===== config.mk =====
export PLATFORM = sky130hd
export DESIGN_NAME = mdu
export DESIGN_NICKNAME = d
export VERILOG_FILES = /design/src/rtl/mdu.sv
export SDC_FILE = /design/constraint.sdc
export NUM_CORES = 1
export LEC_CHECK = 0
export ABC_AREA = 0
export CORE_MARGIN = 3
export CORE_UTILIZATION = 45
export CTS_CLUSTER_DIAMETER = 120
export DETAILED_ROUTE_END_ITERATION = 10
export PLACE_DENSITY_LB_ADDON = 0.12
export SLEW_MARGIN = 20
export SYNTH_ARGS = -nofsm -noshare
export SYNTH_HDL_FRONTEND = slang
export SYNTH_SLANG_ARGS = --single-unit

===== constraint.sdc =====
create_clock -name clk -period 7 [get_ports clk]
set_input_delay 1.4 -clock clk [delete_from_list [all_inputs] [get_ports clk]]
set_output_delay 1.4 -clock clk [all_outputs]
set_load 0.05 [all_outputs]

===== src/rtl/mdu.sv =====
// ============================================================================
// Module   : mdu
// Purpose  : Iterative RV32M multiply/divide unit (shift-add / restoring, 1 bit/cycle)
// Revision : 1.0
// ============================================================================
`default_nettype none

module mdu #(
    parameter int XLEN = 32
) (
    input  logic            clk,
    input  logic            rst,
    input  logic            start,
    input  logic [2:0]      funct3,
    input  logic [XLEN-1:0] rs1,
    input  logic [XLEN-1:0] rs2,
    output logic            busy,
    output logic            done,
    output logic [XLEN-1:0] rd
);

    localparam int              c_CW   = $clog2(XLEN);
    localparam logic [0:0]      c_IDLE = 1'b0;
    localparam logic [0:0]      c_CALC = 1'b1;
    localparam logic [XLEN-1:0] c_MIN  = {1'b1, {(XLEN-1){1'b0}}};

    logic [0:0]        r_state;
    logic [0:0]        w_state_nxt;
    logic [2:0]        r_op;
    logic              r_neg;
    logic              r_neg_rem;
    logic [XLEN-1:0]   r_b;
    logic [2*XLEN-1:0] r_acc;
    logic [c_CW-1:0]   r_cnt;
    logic              r_done;
    logic [XLEN-1:0]   r_rd;

    logic              w_sgn_a;
    logic              w_sgn_b;
    logic [XLEN-1:0]   w_mag_a;
    logic [XLEN-1:0]   w_mag_b;
    logic              w_div0;
    logic              w_ovf;
    logic              w_fast;
    logic [XLEN-1:0]   w_fast_res;
    logic [XLEN:0]     w_sum;
    logic [XLEN:0]     w_rem_sh;
    logic [XLEN:0]     w_trial;
    logic [2*XLEN-1:0] w_acc_nxt;
    logic [2*XLEN-1:0] w_prod;
    logic [XLEN-1:0]   w_quo;
    logic [XLEN-1:0]   w_rem;
    logic [XLEN-1:0]   w_result;

    // Operand decode at issue: signedness per op, magnitudes, fast-path detection
    assign w_sgn_a    = rs1[XLEN-1] & (funct3 inside {3'd1, 3'd2, 3'd4, 3'd6});
    assign w_sgn_b    = rs2[XLEN-1] & (funct3 inside {3'd1, 3'd4, 3'd6});
    assign w_mag_a    = w_sgn_a ? (~rs1 + 1'b1) : rs1;
    assign w_mag_b    = w_sgn_b ? (~rs2 + 1'b1) : rs2;
    assign w_div0     = funct3[2] && (rs2 == '0);
    assign w_ovf      = (funct3 == 3'd4 || funct3 == 3'd6) && (rs1 == c_MIN) && (rs2 == '1);
    assign w_fast     = w_div0 | w_ovf;
    assign w_fast_res = w_div0 ? (funct3[1] ? rs1 : '1)
                               : (funct3[1] ? '0  : c_MIN);

    // Multiply step adds into the upper half; divide step uses {remainder, quotient}
    assign w_sum     = {1'b0, r_acc[2*XLEN-1:XLEN]} + (r_acc[0] ? {1'b0, r_b} : '0);
    assign w_rem_sh  = r_acc[2*XLEN-1:XLEN-1];
    assign w_trial   = w_rem_sh - {1'b0, r_b};
    assign w_acc_nxt = r_op[2]
        ? {(w_trial[XLEN] ? w_rem_sh[XLEN-1:0] : w_trial[XLEN-1:0]),
           r_acc[XLEN-2:0], ~w_trial[XLEN]}
        : {w_sum, r_acc[XLEN-1:1]};

    assign w_prod = r_neg     ? (~w_acc_nxt + 1'b1)                    : w_acc_nxt;
    assign w_quo  = r_neg     ? (~w_acc_nxt[XLEN-1:0] + 1'b1)          : w_acc_nxt[XLEN-1:0];
    assign w_rem  = r_neg_rem ? (~w_acc_nxt[2*XLEN-1:XLEN] + 1'b1)     : w_acc_nxt[2*XLEN-1:XLEN];

    always_comb begin
        w_result = w_prod[XLEN-1:0];
        case (r_op)
            3'd0:                   w_result = w_prod[XLEN-1:0];
            3'd1, 3'd2, 3'd3:       w_result = w_prod[2*XLEN-1:XLEN];
            3'd4, 3'd5:             w_result = w_quo;
            default:                w_result = w_rem;
        endcase
    end

    always_ff @(posedge clk) begin
        if (rst) r_state <= c_IDLE;
        else     r_state <= w_state_nxt;
    end

    always_comb begin
        w_state_nxt = r_state;
        case (r_state)
            c_IDLE:  if (start && !w_fast) w_state_nxt = c_CALC;
            c_CALC:  if (r_cnt == '0)      w_state_nxt = c_IDLE;
            default: w_state_nxt = c_IDLE;
        endcase
    end

    always_comb begin
        busy = (r_state == c_CALC);
    end

    always_ff @(posedge clk) begin
        if (rst) begin
            r_op      <= '0;
            r_neg     <= 1'b0;
            r_neg_rem <= 1'b0;
            r_b       <= '0;
            r_acc     <= '0;
            r_cnt     <= '0;
            r_done    <= 1'b0;
            r_rd      <= '0;
        end else begin
            r_done <= 1'b0;
            if (r_state == c_IDLE) begin
                if (start) begin
                    r_op      <= funct3;
                    r_neg     <= w_sgn_a ^ w_sgn_b;
                    r_neg_rem <= w_sgn_a;
                    r_b       <= w_mag_b;
                    r_acc     <= {{XLEN{1'b0}}, w_mag_a};
                    r_cnt     <= c_CW'(XLEN-1);
                    if (w_fast) begin
                        r_rd   <= w_fast_res;
                        r_done <= 1'b1;
                    end
                end
            end else begin
                r_acc <= w_acc_nxt;
                r_cnt <= r_cnt - 1'b1;
                if (r_cnt == '0) begin
                    r_rd   <= w_result;
                    r_done <= 1'b1;
                end
            end
        end
    end

    assign done = r_done;
    assign rd   = r_rd;

endmodule

`default_nettype wire


======== After elaboration in Yosys (flattened, before gate mapping) ========
Index checks and enable logic that the tools add are counted.
storage, ports and cells
  register bits after elaboration ......... 140
  input port bits ......................... 70
  output and inout port bits .............. 34
  word-level logic and storage cells ...... 84
cells by class
  add/sub/neg operators ................... 8
  eq/ne operators ......................... 12
  muxes and demuxes ....................... 27
  bitwise gates (word level) .............. 11
  reductions and logical operators ........ 17
operator list
  cell                                                                    count
  32-bit two-way mux                                                      13
  64-bit two-way mux                                                      4
  32-bit by 1-bit adder with 32-bit output (second input constant)        4
  32-bit inverter                                                         4
  32-bit case mux with 3 select lines                                     1
  64-bit by 1-bit adder with 64-bit output (second input constant)        1
  32-bit equality test (second input constant)                            2
  64-bit inverter                                                         1
  32-bit by 32-bit adder with 33-bit output                               1
  33-bit by 32-bit subtractor with 33-bit output                          1
  32-bit logical NOT                                                      1
  3-bit equality test (second input constant)                             4
  5-bit two-way mux                                                       2
  3-bit by 2-bit equality test with 1-bit output (second input constant)  3
  3-bit by 1-bit equality test with 1-bit output (second input constant)  2
  1-bit two-way mux                                                       6
  5-bit logical NOT                                                       1
  5-bit by 1-bit subtractor with 5-bit output (second input constant)     1
  1-bit logical AND                                                       4
  2-bit nonzero test                                                      2
  4-bit nonzero test                                                      1
  3-bit logical NOT                                                       1
  3-bit AND reduction                                                     1
  3-bit nonzero test                                                      1
  other kinds (11)                                                        13

======== Logic depth before layout (Yosys ltp) ========
Gate-level depths: netlist (run 1).
  depth after elaboration ................. 9
  gate-level depth with buffers ........... 27

======== Worst setup path before layout (run 1) ========
OpenSTA, ideal clock, no wires.
  path type ............................... register to register
  start ................................... register r_acc[31]
  end ..................................... register r_rd[24], in the netlist rd[24]
  library setup time ...................... 0.115 ns
  data arrival time ....................... 5.798 ns
  data required time ...................... 6.885 ns
  path slack .............................. 1.087 ns
  stages on the path, launching flop included .. 27
  buffers on the path ..................... 2
  cells stage by stage .................... dfxtp_1 inv_1 ha_1 inv_1 fa_1 a211o_1 and3_4 o2111ai_2 a21bo_2 nand3_2 clkbuf_1 nand3_1 a21boi_0 ha_1 o2111ai_1 or3_1 or4_1 or2_0 clkbuf_1 nor3_1 nand3_1 nor2_1 nand3_1 o31ai_1 xnor2_1 a21oi_1 a2111oi_0
between the ends
  word-level cells in the longest chain between the ends .. 9
  elaborated cells on any way between the ends .. 16
RTL lines
  element                                                           line    text
  start: declaration                                                33      logic [2*XLEN-1:0] r_acc;
  start signal: assignment                                          125     r_acc <= {{XLEN{1'b0}}, w_mag_a};
  start signal: assignment                                          133     r_acc <= w_acc_nxt;
  33-bit by 32-bit subtractor with 33-bit output                    69      assign w_trial = w_rem_sh - {1'b0, r_b};
  32-bit two-way mux or 1-bit inverter (tied branches)              71, 72
  64-bit two-way mux (*)                                            71      ? {(w_trial[XLEN] ? w_rem_sh[XLEN-1:0] : w_trial[XLEN-1:0]),
  64-bit inverter (tied with other cells)                           75      assign w_prod = r_neg ? (~w_acc_nxt + 1'b1) : w_acc_nxt;
  64-bit by 1-bit adder with 64-bit output (tied with other cells)  75
  64-bit two-way mux (tied with other cells)                        75
  32-bit case mux with 3 select lines (*)                           81      case (r_op)
  32-bit two-way mux (*)                                            135     if (r_cnt == '0) begin
  32-bit two-way mux (*)                                            119     if (r_state == c_IDLE) begin
  end signal: assignment                                            128     r_rd <= w_fast_res;
  end signal: assignment                                            136     r_rd <= w_result;
  end: declaration                                                  36      logic [XLEN-1:0] r_rd;
Mark *: on every way between the ends. The rest lies on a longest branch, timed or not. The select of a mux whose other input is x is not followed.
A chain may end at the register's enable or synchronous reset.

======== Final worst setup path (run 1) ========
  start ................................... register r_acc[31]
  end ..................................... register r_rd[22], in the netlist rd[22]
Same word-level chain as after synthesis.

==> results.yml, run 1 <==
placed_design:
  dp.cells: 2653
  hpwl_mm: 47.7
  port_buffers: 103
  place_congestion: 0.948
  place_area_sq_um: 16700
clock_network:
  cts.sinks: 140
  cts_buffers: 17
  clkTransAtPathRegs_ps: 70
  cts_root_buffer: "clkbuf_16"
  cts_buffer_depth: 2
  clk_latency_ps: 460
  cts_max_level: 4
  postCtsResizedCells: 0
  holdBufCountCts: 0
  cts_tree: "done"
  post_cts_buffers: 0
critical_path:
  startpoint: "r_acc[31]"
  crit_path_max_fanout: 5
  r2r-end: "rd[22]"
  end_kind: "flip-flop"
  crit_arrival_ps: 6870
  r2r_cells: 24
  worst-r2r-setup-slack_ps: 470
  r2r_start: "r_acc[31]"
  crit_required_ps: 7340
  startpoint_type: "flip-flop"
  critPathKind: "flip-flop to flip-flop"
final_layout:
  final_nets: 2367
  layout_commonest_cell: "nor2_1"
  drive_gt1_frac: 0.0622
  layout_common_cells: "288 x nor2_1, 228 x a21oi_1, 158 x nand2_1, 148 x o21ai_0, 138 x dfxtp_1"
  final_cell_area_sq_um: 17400
  layoutNonFillerInstCount: 2684
  antenna_cells: 0
  fill_cells: 3367
  syn_to_final_growth_pct: 13.2
die:
  core_area_sq_um: 33600
  die_y_um: 191
  die_area_sq_um: 36400
  rows: 67
  die_width_um: 191
  start_util: 0.457
  io_pins: 104
synth:
  netlist_area_sq_um: 15400
  yosysWarnings: 0
  synth_edf_count: 0
  synth_top_area_share: 0.183
  synth-simple-area-share: 0.249
  ys_seq_area_frac: 0.183
  synth_cells: 2203
  synth_xor_xnor_area_share: 0.102
  muxShareOfSynthArea: 0.0290
  ys_ff_latch: 140
  synthArstFlopShare: 0
  synth_top_cell_by_area: "dfxtp_1"
  syn-num-nets: 2346
  synth_fa_ha_area_frac: 0.0605
  netlist_top_cells_area: "dfxtp_1 18%, a21oi_1 7.5%, nor2_1 7.1%, ha_1 5.8%, xnor2_1 5.4%"
  yosysUniqueCellTypes: 98
  avgSynthCellArea_sq_um: 6.97
  synth_compound_area_frac: 0.320
  ys.flop_type: "dfxtp_1"
  synth_top_family_by_area: "compound AO/OA/AOI/OAI gates"
hold_path:
  holdPathEnd: "r_b[22]"
  worstHoldPathCells: 2
  holdCritPathClass: "flip-flop to flip-flop"
  hp-start: "r_b[22]"
sta:
  fmax_mhz: 153
  report.final.setup_viol: 0
  timing.final.crit_share: 0.932
  maxSlewViolCount: 0
  tns_ps: 0
  skew_ps: 8.90
  relSlewSlack: 0.260
  tightestPinTransition_ps: 1110
  grt_setup_unrepaired: "no"
  finalCriticalPeriod_ps: 6530
  hold_viol_final: 0
pwr:
  power.density_nw_per_um2: 190
  finalPower_w: 0.00330
  p_leak_nw: 6.51
  ir_drop_mv: 0.187
global_route:
  antenna_found_initial: 0
  grt_max_degree: 73
  overflow: 0
  grt_usage: 0.347
  grt_pass1_wl_mm: 98.2
  grt_pass1_vias: 16300
run_status:
  status: "completed"
detailed_routing:
  avgViaCountPerCell: 6.47
  drc: 0
  wirelength_mm: 63.3
  vias: 17400
  avgRoutedWirePerCell_um: 23.6
  ant_nets: 0
  initialDrtViolationCount: 2158
  drtPass1Iterations: 6
run:
  maxCapViolCount: 0
==> where the power goes <==
group / internal [W] / switching [W]
Sequential: 0.000851 / 0.0000869
Clock: 0.000645 / 0.000411
Combinational: 0.000464 / 0.000844
Total: 0.00196 / 0.00134
==> cells in the mapped netlist (41+ instances only) <==
cell	n
nor2_1	290
a21oi_1	229
nand2_1	158
o21ai_0	148
dfxtp_1	140
clkbuf_1	111
xnor2_1	94
xor2_1	85
inv_1	75
ha_1	71
a211oi_1	65
nor3_1	60
and2_1	44
nand3_1	44
and3_1	41
==> state kept, by name (all words and copies together), names as in the netlist <==
signal	count
r_b	32
r_neg_rem	1
done	1
r_op	3
r_acc	64
r_neg	1
busy	1
rd	32
r_cnt	5
==> cell type report <==
class	count	area, sq um	share of cell area
inverter	75	282	0.0162
sequential	140	2810	0.162
multi-input combinational	1842	11700	0.673
timing repair buffer	148	1370	0.0790
clock buffer	21	493	0.0284
clock inverter	10	159	0.00914
tap	448	561	0.0322
==> how the worst max path moves through the flow <==
stage / cells past startpoint / endpoint / slack [ps]
after floorplan: 26 / rd[24] / 1090
after global placement: 24 / rd[24] / 660
after detailed placement: 24 / rd[22] / 430
after CTS: 24 / rd[22] / 400
after global routing: 24 / rd[22] / 40
final: 24 / rd[22] / 470
==> per-layer routing <==
metal	vias up	track usage	routed length, um
li1	8174	-	-
met1	8273	0.497	28900
met2	798	0.531	27400
met3	111	0.0699	5350
met4	0	0.0929	1620
met5	-	0	0
==> per-stage QoR <==
step | hold WS [ps] | setup slack (ps) | utilization
2_1_floorplan | 440 | 1090 | -
5_1_grt | 498 | 42.3 | 0.517
3_3_place_gp | 455 | 659 | 0.498
6_report | 466 | 473 | 0.517
4_1_cts | 465 | 399 | 0.517
3_5_place_dp | 457 | 428 | 0.498
==> worst max-delay path, stage by stage (launching register included) <==
cell,delay (ps)
dfxtp_1,310
inv_1,130
ha_1,190
inv_1,50
fa_1,400
a211o_1,350
and3_4,220
o2111ai_2,340
a21bo_2,250
nand3_2,100
nand3_1,250
a21boi_1,310
ha_1,280
o2111ai_1,150
or3_1,420
or4_1,530
or2_0,280
nor3_1,240
nand3_1,180
nor2_2,270
nand3_1,250
o21ai_0,290
xnor2_1,150
a221oi_1,90
a2111oi_0,380
==> logic make-up (layout without fill, tap and decap cells) <==
kind of cell	after synthesis	in the layout
compound gates	753	753
flops	140	140
xor+xnor	179	179
buf+inv	221	254
simple gates	794	794
mux	43	43
fa+ha+maj	73	73
Power figures use the tool's default switching activity.
==> inputs of run 2 (changes only) <==
--- a/config.mk
+++ b/config.mk
@@ -7,7 +7,7 @@
 export LEC_CHECK = 0
 export ABC_AREA = 0
 export CORE_MARGIN = 3
-export CORE_UTILIZATION = 45
+export CORE_UTILIZATION = 55
 export CTS_CLUSTER_DIAMETER = 120
 export DETAILED_ROUTE_END_ITERATION = 10
 export PLACE_DENSITY_LB_ADDON = 0.12
==> results.yml, run 2 (synthesis results as in run 1) <==
run:
  maxCapViolCount: 0
detailed_routing:
  drtPass1Iterations: 6
  ant_nets: 0
  avgViaCountPerCell: 6.83
  drc: 0
  wirelength_mm: 61.1
  vias: 17800
  avgRoutedWirePerCell_um: 23.4
  initialDrtViolationCount: 2597
critical_path:
  startpoint_type: "flip-flop"
  end_kind: "flip-flop"
  crit_arrival_ps: 6880
  critPathKind: "flip-flop to flip-flop"
  crit_path_max_fanout: 5
  path_cells: "inv_1, ha_1, inv_1, fa_1, a211o_1, and3_4, o2111ai_2, a21bo_2, nand3_2, nand3_1, a21boi_1, ha_1, o2111ai_1, or3_1, or4_1, or2_0, nor3_1, nand3_1, nor2_2, nand3_1, o31ai_1, xnor2_1, a21oi_1, a2111oi_0"
  cpMostUsedCell: "nand3_1"
  crit_slowest_cell: "or4_1"
  crit_required_ps: 7310
  cpPeakStageDelay_ps: 520
placed_design:
  port_buffers: 103
  place_congestion: 0.980
  hpwl_mm: 46.0
  dp.cells: 2576
final_layout:
  largest_reg_flops: 64
  fill_cells: 2589
  drive_gt1_frac: 0.0613
  layoutNonFillerInstCount: 2606
  layout_common_cells: "288 x nor2_1, 228 x a21oi_1, 158 x nand2_1, 148 x o21ai_0, 138 x dfxtp_1"
  largest-register: "r_acc"
  final_nets: 2366
  antenna_cells: 0
  syn_to_final_growth_pct: 12.0
  layout_commonest_cell: "nor2_1"
clock_network:
  clkTransAtPathRegs_ps: 60
  clk_latency_ps: 440
  cts_buffers: 17
  cts_root_buffer: "clkbuf_16"
  cts_tree: "done"
  cts.sinks: 140
  cts_max_level: 4
  cts_buffer_depth: 2
die:
  die_area_sq_um: 30000
  die_y_um: 173
  io_pins: 104
  core_area_sq_um: 27200
  die_width_um: 173
  start_util: 0.565
  rows: 60
sta:
  tns_ps: 0
  skew_ps: 11.2
  relSlewSlack: 0.187
  finalCriticalPeriod_ps: 6570
  maxSlewViolCount: 0
  report.final.setup_viol: 0
  fmax_mhz: 152
  tightestPinTransition_ps: 1220
  timing.final.crit_share: 0.938
  holdWs_ps: 474
  grt_setup_unrepaired: "no"
  hold_viol_final: 0
run_status:
  status: "completed"
global_route:
  grt_max_degree: 89
  overflow: 0
  grt_usage: 0.391
  grt_pass1_wl_mm: 94.2
  antenna_found_initial: 0
  grt_pass1_vias: 16400
hold_path:
  holdCritPathClass: "flip-flop to flip-flop"
pwr:
  ir_drop_mv: 0.165
  power.density_nw_per_um2: 184
  p_leak_nw: 6.47
-- run 2: changes by cell type in the layout (fill, tap and decap cells not counted), sizes merged --
cell	delta
buf	-1
clkinv	+1
clkinvlp	+1
bufinv	-3
-- run 2: layer usage --
layer | routed length (um) | GRT usage
met5 | 0 | 0
met4 | 3150 | 0.186
met3 | 6640 | 0.0896
met2 | 25700 | 0.580
met1 | 25600 | 0.535
-- run 2: critical path, delay by kind of cell (launching register included) --
kind	cells	cell delay, ps
AO/OA/AOI/OAI	8	2150
adder cells (fa/ha/maj)	3	850
XOR/XNOR	1	160
buffers and inverters	2	180
flip-flops	1	310
AND/OR/NAND/NOR	10	2790
-- run 2: timing repair --
item                                    in CTS  in global routing
hold buffers                                 0                  0
setup buffers                                0                  0
endpoints found under the setup margin       0                  3
gates resized for setup                      0                  2
-- run 2: path summary, 6_finish.rpt --
path             start  endpoint  slack [ps]  depth (start not counted)
min              rd[7]     rd[7]         470                          2
max          r_acc[31]    rd[24]         430                         24
min reg2reg      rd[7]     rd[7]         470                          2
max reg2reg  r_acc[31]    rd[24]         430                         24
-- run 2: final cells by class --
type	instances	area (sq um)	share of cell area
Timing Repair Buffer	147	1370	0.0794
Clock buffer	21	482	0.0280
Clock inverter	9	88.8	0.00517
Sequential cell	140	2810	0.163
Inverter	75	282	0.0164
Tap cell	372	465	0.0271
Multi-Input combinational cell	1842	11700	0.681
-- run 2: metrics by stage --
step / area (sq um) / power, W / setup slack, ps / utilization
2_1_floorplan: 15400 / 0.00180 / 1090 / -
3_3_place_gp: 16600 / 0.00220 / 648 / 0.612
3_5_place_dp: 16600 / 0.00221 / 409 / 0.612
4_1_cts: 17200 / 0.00312 / 340 / 0.633
5_1_grt: 17200 / 0.00330 / 30.1 / 0.633
6_report: 17200 / 0.00317 / 433 / 0.633
-- run 2: report_power, final --
part | leakage (nW) | switching, W | internal, W
logic | 5.05 | 0.000857 | 0.000464
registers | 1.15 | 0.0000740 | 0.000851
clock network | 0.272 | 0.000396 | 0.000526
==> inputs of run 3 (changes only) <==
--- a/config.mk
+++ b/config.mk
@@ -8,7 +8,7 @@
 export ABC_AREA = 0
 export CORE_MARGIN = 3
 export CORE_UTILIZATION = 55
-export CTS_CLUSTER_DIAMETER = 120
+export CTS_CLUSTER_DIAMETER = 50
 export DETAILED_ROUTE_END_ITERATION = 10
 export PLACE_DENSITY_LB_ADDON = 0.12
 export SLEW_MARGIN = 20
==> results of run 3 <==
The final DEF is identical to that of run 2; final timing and power are the same.
==> edit, RTL diff (flow settings as in run 1) <==
Make the reset (`rst`) asynchronous in 2 clocked blocks.
--- a/src/rtl/mdu.sv
+++ b/src/rtl/mdu.sv
@@ -87,5 +87,5 @@
     end
 
-    always_ff @(posedge clk) begin
+    always_ff @(posedge clk or posedge rst) begin
         if (rst) r_state <= c_IDLE;
         else     r_state <= w_state_nxt;
@@ -105,5 +105,5 @@
     end
 
-    always_ff @(posedge clk) begin
+    always_ff @(posedge clk or posedge rst) begin
         if (rst) begin
             r_op      <= '0;
Function: differs if rst is asserted again (counterexample within 4 cycles, from zero or initial values and one cycle with rst high); with rst held inactive, the same outputs for 10 cycles.
==> edit against run 1 <==
  * Sequential share of layout area increased by 4.0 points
  * Setup slack got worse by 0.22 ns
  * Wire length decreased by 4.6%
  * Core utilization increased by 0.15 points
  * Sequential cell count unchanged
  * Design area increased by 0.28%
  * Cell count decreased by 3.6%
  * Area after synthesis about the same
  * Critical path depth unchanged
  * Critical path type unchanged
Power is not shown: default switching activity piles up to over one toggle a cycle in this logic, so the estimate is an artifact.
==> edit: results (changes against run 1) <==
run_status:
  status: "finished, final reports clean"
route:
  wl_met2_um: 26100  # -4.9%
  drt_pass1_iterations: 6  # unchanged
  drt-initial-drc-count: 1578  # -27%
  routed.top_layer: "met4"
  detail_route.wl_per_cell_um: 23.3  # -1.0%
  wl_met3_um: 4840  # -9.5%
  drt-met1-wl_um: 27500  # -4.8%
  drt-vias-per-instance: 6.47  # +0.12%
cells_and_area:
  drive_gt1_share_pct: 7.24  # +1.0 points
  final_nets: 2270  # -4.1%
  fillCellCount: 3286  # -2.4%
  n_antenna_cell: 0  # unchanged
  fin_cells: 2588  # -3.6%
  multiInputGateArea_mm2: 0.0111  # -5.3%
  layout_commonest_cell: "nand2_1"
placed_design:
  io_buffer_count: 103  # unchanged
  dp_hpwl_um: 45700  # -4.3%
  placed_area_mm2: 0.0168  # +0.46%
  place_congestion: 0.978  # +3.2%
  place_ws_ns: 0.0680  # -0.360 ns
clock_tree:
  cts_htree_levels: 4  # unchanged
  cts_inserted_buffers: 17  # unchanged
  clockRootBuffer: "clkbuf_16"
timing:
  worst_pin_slew_ns: 1.13  # +0.0199 ns
  fin_skew_ns: 0.0137  # +0.00481 ns
hold_path:
  hp-class: "flip-flop to flip-flop"
  min_from: "rd[0]$_DFFE_PP0P_"
global_route:
  grt_use_total_pct: 32.8  # -1.9 points
  grt_max_degree: 83  # +14%
  use_met2_pct: 48.9  # -4.2 points
  grt_pass1_vias: 15321  # -6.0%
  grtUsageMet1_pct: 47.7  # -2.0 points
  grt_pass1_wl_um: 92500  # -5.8%
  antenna_found_initial: 0  # unchanged
  grtUsageMet3_pct: 5.99  # -0.99 points
yosys:
  synth_cell_types: 92  # -6.1%
  syn_nets: 2226  # -5.1%
  synth_ff_type: "dfrtp_1"
  netlist_top_cells_count: "nand2_1 (263), o21ai_0 (240), a21oi_1 (156), dfrtp_1 (140), nor2_1 (128)"
  ys_seq_area_share_pct: 22.8  # +4.6 points
  async_flop_share_pct: 100  # +100 points
  syn_inst: 2083  # -5.4%
  yosysWarnings: 0  # unchanged
  ys_top_cells_by_area: "dfrtp_1 (23%), o21ai_0 (7.8%), nand2_1 (6.4%)"
critical_path:
  cp_max_fo: 6  # +1
  cp.arrival_ns: 7.14  # +0.27 ns
  cp_top_family: "simple AND/OR/NAND/NOR gates"
  crit_path_top_delay_cell: "or4_4"
  timing.rr.start: "r_acc[31]$_DFFE_PP0P_"
  critPathMaxStageDelay_ns: 0.56  # +0.03 ns
==> edit: changes by cell type after synthesis, moves of 14 or more <==
cell	delta
clkbuf_1	-14
o21ai_0	+92
xnor2_1	+15
nand2_1	+105
a21oi_1	-73
and3_1	-24
dfxtp_1	-140
a211oi_1	-48
dfrtp_1	+140
xor2_1	-19
a311oi_1	-22
o22ai_1	+14
nor2_1	-162
==> edit: path summary, 6_finish.rpt <==
path                                             to  slack (ns)  cells after the start
worst max-delay path             rd[28]$_DFFE_PP0P_        0.25                     24
min in group asynchronous            done$_DFF_PP0_        1.38                      2
worst min-delay path              rd[0]$_DFFE_PP0P_        0.48                      2
worst max register to register   rd[28]$_DFFE_PP0P_        0.25                     24
worst min register to register    rd[0]$_DFFE_PP0P_        0.48                      2
max in group asynchronous       r_op[2]$_DFFE_PP0P_        4.48                      3
==> edit: repair_timing <==
action / CTS / global route
setup endpoints to repair: 0 / 5
buffers inserted: 0 / 1
resized for setup: 0 / 8
==> edit: cells by family after synthesis <==
family | Yosys count | share of synthesized area (%)
fa+ha+maj | 73 | 6.05
simple gates | 713 | 22.5
flops | 140 | 22.8
xor+xnor | 175 | 9.99
buf+inv | 205 | 5.16
mux | 50 | 3.44
compound gates | 727 | 30.0
==> edit: layout make-up <==
| class | instances | share of cell area (%) |
|---|---|---|
| clock buffers | 17 | 2.44 |
| clock inverters | 15 | 0.947 |
| well taps | 448 | 3.22 |
| flip-flops and latches | 140 | 20.1 |
| repair buffers | 151 | 7.95 |
| inverters | 79 | 1.73 |
| multi-input cells | 1738 | 63.6 |
==> edit: worst min-delay path, delay by kind of cell, from the launching register on <==
family,cells,cell delay [ns]
simple gates,2,0.10
flops,1,0.35
